File: config.mk
export PLATFORM = sky130hd
export DESIGN_NAME = fifo_push_arbiter
export DESIGN_NICKNAME = d
export VERILOG_FILES = /design/src/rtl/fifo_push_arbiter.sv
export SDC_FILE = /design/constraint.sdc
export NUM_CORES = 1
export LEC_CHECK = 0
export BUFFER_PORTS_ARGS = -buffer_cell sky130_fd_sc_hd__buf_4
export CAP_MARGIN = 10
export CORE_AREA = 2 2 96 98
export CTS_CLUSTER_DIAMETER = 150
export DETAILED_ROUTE_END_ITERATION = 16
export DIE_AREA = 0 0 98 100
export PLACE_DENSITY_LB_ADDON = 0.25
export SLEW_MARGIN = 20
export SYNTH_ARGS = -nofsm -noshare
export SYNTH_HDL_FRONTEND = slang
export SYNTH_SLANG_ARGS = --single-unit
File: constraint.sdc
create_clock -name clk_i -period 1.6 [get_ports clk_i]
set_clock_uncertainty 0.1 [all_clocks]
set_input_delay 0.32 -clock clk_i [delete_from_list [all_inputs] [get_ports clk_i]]
set_output_delay 0.32 -clock clk_i [all_outputs]
set_load 0.01 [all_outputs]
File: src/rtl/fifo_push_arbiter.sv
// Two-requester OBI arbiter that funnels write transactions into a downstream FIFO push port.
// Optional burst lock is enabled by defining FIFO_PUSH_ARB_LOCK_EN.
module fifo_push_arbiter #(
    parameter int DATA_WIDTH = 32,
    parameter int ADDR_WIDTH = 32,
    parameter int MAX_BURST  = 4
) (
    input  logic                  clk_i,
    input  logic                  rst_ni,
    input  logic                  rq0_req_i,
    input  logic                  rq1_req_i,
    input  logic                  rq0_we_i,
    input  logic                  rq1_we_i,
    input  logic [ADDR_WIDTH-1:0] rq0_addr_i,
    input  logic [ADDR_WIDTH-1:0] rq1_addr_i,
    input  logic [3:0]            rq0_be_i,
    input  logic [3:0]            rq1_be_i,
    input  logic [DATA_WIDTH-1:0] rq0_wdata_i,
    input  logic [DATA_WIDTH-1:0] rq1_wdata_i,
    output logic                  rq0_gnt_o,
    output logic                  rq1_gnt_o,
    output logic                  rq0_rvalid_o,
    output logic                  rq1_rvalid_o,
    output logic [DATA_WIDTH-1:0] rq0_rdata_o,
    output logic [DATA_WIDTH-1:0] rq1_rdata_o,
    input  logic                  fifo_full_i,
    output logic                  fifo_push_o,
    output logic [DATA_WIDTH-1:0] fifo_data_o
);

    // Handshake: a request is accepted in the cycle where req and gnt are both high;
    // the matching rvalid follows exactly one cycle later, with no backpressure on the response.

    logic prio;
    logic elig0;
    logic elig1;
    logic any_gnt;
    logic gnt_id;

    // Address and byte enables carry no meaning for a push port.
    logic unused_inputs;
    assign unused_inputs = ^{rq0_addr_i, rq1_addr_i, rq0_be_i, rq1_be_i};

    // A write is only eligible while the FIFO can take it; reads are always eligible.
    assign elig0 = rq0_req_i & (~rq0_we_i | ~fifo_full_i);
    assign elig1 = rq1_req_i & (~rq1_we_i | ~fifo_full_i);

    always_comb begin
        rq0_gnt_o = 1'b0;
        rq1_gnt_o = 1'b0;
        if (elig0 && elig1) begin
            rq0_gnt_o = ~prio;
            rq1_gnt_o = prio;
        end else begin
            rq0_gnt_o = elig0;
            rq1_gnt_o = elig1;
        end
    end

    assign any_gnt = rq0_gnt_o | rq1_gnt_o;
    assign gnt_id  = rq1_gnt_o;

    always_comb begin
        fifo_push_o = 1'b0;
        fifo_data_o = '0;
        if (rq0_gnt_o) begin
            fifo_push_o = rq0_we_i;
            fifo_data_o = rq0_wdata_i;
        end else if (rq1_gnt_o) begin
            fifo_push_o = rq1_we_i;
            fifo_data_o = rq1_wdata_i;
        end
    end

    assign rq0_rdata_o = '0;
    assign rq1_rdata_o = '0;

    always_ff @(posedge clk_i or negedge rst_ni) begin
        if (!rst_ni) begin
            rq0_rvalid_o <= 1'b0;
            rq1_rvalid_o <= 1'b0;
        end else begin
            rq0_rvalid_o <= rq0_gnt_o;
            rq1_rvalid_o <= rq1_gnt_o;
        end
    end

`ifdef FIFO_PUSH_ARB_LOCK_EN
    localparam logic [3:0] MAX_BURST_W = 4'(MAX_BURST);

    logic [3:0] burst_cnt;
    logic       last_id;
    logic [3:0] run_len;

    // burst_cnt == 0 means no burst is open, so the next grant starts a fresh run.
    assign run_len = (burst_cnt != 4'd0 && last_id == gnt_id) ? burst_cnt + 4'd1 : 4'd1;

    always_ff @(posedge clk_i or negedge rst_ni) begin
        if (!rst_ni) begin
            prio      <= 1'b0;
            burst_cnt <= 4'd0;
            last_id   <= 1'b0;
        end else if (any_gnt) begin
            last_id <= gnt_id;
            if (run_len < MAX_BURST_W) begin
                prio      <= gnt_id;
                burst_cnt <= run_len;
            end else begin
                prio      <= ~gnt_id;
                burst_cnt <= 4'd0;
            end
        end
    end
`else
    localparam int UNUSED_MAX_BURST = MAX_BURST;

    always_ff @(posedge clk_i or negedge rst_ni) begin
        if (!rst_ni) begin
            prio <= 1'b0;
        end else if (any_gnt) begin
            prio <= ~gnt_id;
        end
    end
`endif

endmodule

==> flow_summary.json <==
{
  "dr.pass1.iters": 4,
  "area_growth_pct": 93.0,
  "ys_ff_latch": 3,
  "wl_per_cell_um": 9.22,
  "fillers": 976,
  "antenna_found_initial": 0,
  "synthSimpleGateAreaFrac": 0.0319,
  "utilization": 0.213,
  "cts_tree": "built",
  "yosysSeqAreaShare": 0.0766,
  "syn_area_per_cell_um2": 8.37,
  "wirelength_um": 3140,
  "cts.sink_count": 3,
  "ant_nets": 0,
  "numCtsBuffers": 3,
  "muxShareOfSynthArea": 0,
  "syn-cell-area_um2": 980,
  "p_leak_nw": 1.02,
  "clock_latency_ps": 210,
  "layout_commonest_cell": "buf_4",
  "startpoint_type": "input port",
  "dpl.hpwl_um": 2570,
  "seq_area_um2": 75.1,
  "arrival_ps": 1450,
  "multi_input_area_um2": 618,
  "hold_viol": 0,
  "timing.fmax_mhz": 534,
  "worstPathRequired_ps": 1180,
  "num_io_pins": 244,
  "route.detailed.drc": 0,
  "vias": 1119,
  "clock_path_buffers": 2,
  "setup_ws_ps": -273,
  "grt_pass1_wl_um": 4400,
  "synth_top_family_by_area": "buffers and inverters",
  "worstHoldPathType": "input port to flip-flop",
  "netlist_instances": 117,
  "drt_iter0_drc": 2,
  "rsz0062_at_grt": "true",
  "synth_compound_area_frac": 0.347,
  "track_usage": 0.0547,
  "maxCapViolCount": 0,
  "die_h_um": 100,
  "whs_ps": 275,
  "power_density_nw_per_um2": 520,
  "clk_pin_slew_ps": 30,
  "crit_type": "input port to primary output",
  "finalInstanceArea_um2": 1890,
  "drive_gt1_frac": 0.524,
  "synth_xor_area_frac": 0,
  "core_area_um2": 8890,
  "ctsRootBufferMaster": "clkbuf_8",
  "pre_cts_ws_ps": -320,
  "placed_cell_area_um2": 1700,
  "gp_congestion": 0.606,
  "grt_pass1_vias": 939,
  "endpoint_kind": "primary output",
  "synth_cell_type_count": 15,
  "critical_path.max_fanout": 23,
  "fin_tns_setup_ps": -7950,
  "synth_adder_area_share": 0,
  "htree_levels": 1,
  "portBuffers": 107,
  "viasPerCell": 3.29,
  "grt_overflow": 0,
  "violations": "setup timing",
  "num_antenna_cells": 0,
  "layout.nets": 373,
  "final_cell_mix": "buf_4 (78), conb_1 (64), buf_6 (34)",
  "status": "finished with violations",
  "peakVddDrop_uv": 650,
  "drv_slew": 0,
  "grt_max_degree": 35,
  "fp.dieArea_um2": 9800,
  "start_util": 0.110,
  "ys_warn_count": 0,
  "fin_crit_sh": 1.17,
  "layout_min_cycle_time_ps": 1870,
  "setup_viol": 35,
  "row_count": 35,
  "die_w_um": 98
}
[path summary, 6_finish.rpt]
check,start,endpoint,slack (ps),cells past startpoint
worst min-delay path,rq1_req_i,prio,270,2
max in group asynchronous,rst_ni,rq0_rvalid_o,960,2
worst min register to register,prio,prio,570,2
min in group asynchronous,rst_ni,prio,340,2
worst max-delay path,rq0_req_i,fifo_data_o[10],-270,7
worst max register to register,prio,rq0_rvalid_o,410,4
[metrics by stage]
stage	cells	total power, mW
after floorplan	180	0.490
after global placement	335	0.700
after detailed placement	335	0.698
after CTS	340	0.992
after global routing	340	1.05
final	340	0.982
[sequential cells by signal (all words and copies together), names as in the netlist]
signal / cells
prio: 1
rq0_rvalid_o: 1
rq1_rvalid_o: 1
[kinds of logic after synthesis]
| logic type | Yosys count |
|---|---|
| flip-flops | 3 |
| AND/OR/NAND/NOR | 6 |
| AO/OA/AOI/OAI | 37 |
| other | 1 |
| buffers and inverters | 70 |
[power by group]
part           internal, mW  leakage [nW]  switching [mW]
combinational         0.378         0.964           0.293
sequential           0.0860        0.0365         0.00598
clock                 0.170        0.0228          0.0497
total                 0.634          1.02           0.348
[cells in the mapped netlist]
| cell | number | area [um^2] |
|---|---|---|
| a21bo_2 | 1 | 10.0 |
| dfrtp_1 | 3 | 75.1 |
| buf_2 | 3 | 15.0 |
| a31oi_4 | 1 | 21.3 |
| nand3_1 | 2 | 10.0 |
| nand2_1 | 2 | 7.51 |
| conb_1 | 1 | 3.75 |
| buf_4 | 64 | 480 |
| or2b_1 | 1 | 7.51 |
| nor2b_1 | 1 | 6.26 |
| buf_6 | 3 | 33.8 |
| a21oi_1 | 1 | 5.00 |
| a22o_1 | 32 | 280 |
| o211a_4 | 1 | 17.5 |
| a31oi_1 | 1 | 6.26 |
[final cells by class]
cell class,instances,share of cell area
well taps,111,0.0735
flip-flops and latches,3,0.0397
clock buffers,4,0.0238
multi-input cells,107,0.327
repair buffers,115,0.536
[repair_timing]
action / CTS / global route
gates resized for setup: 36 / 0
pin swaps: 0 / 1
gates cloned: 0 / 0
setup buffers: 0 / 0
hold endpoints to repair: 3 / 0
endpoints found under the setup margin: 35 / 35
hold buffers: 1 / 0
[worst max-delay path: stages]
cell,delay (ps)
buf_4,90
a21bo_4,220
buf_4,140
a31oi_4,200
buf_12,190
a22o_1,180
buf_6,110
[layer usage]
metal / share of wire / GRT usage / routed length, um
met5: 0 / 0 / 0
met4: 0 / 0.00321 / 0
met3: 0.14 / 0.0181 / 442
met2: 0.54 / 0.113 / 1680
met1: 0.32 / 0.0548 / 1010
Note: power is estimated with default switching activity, not from simulation.
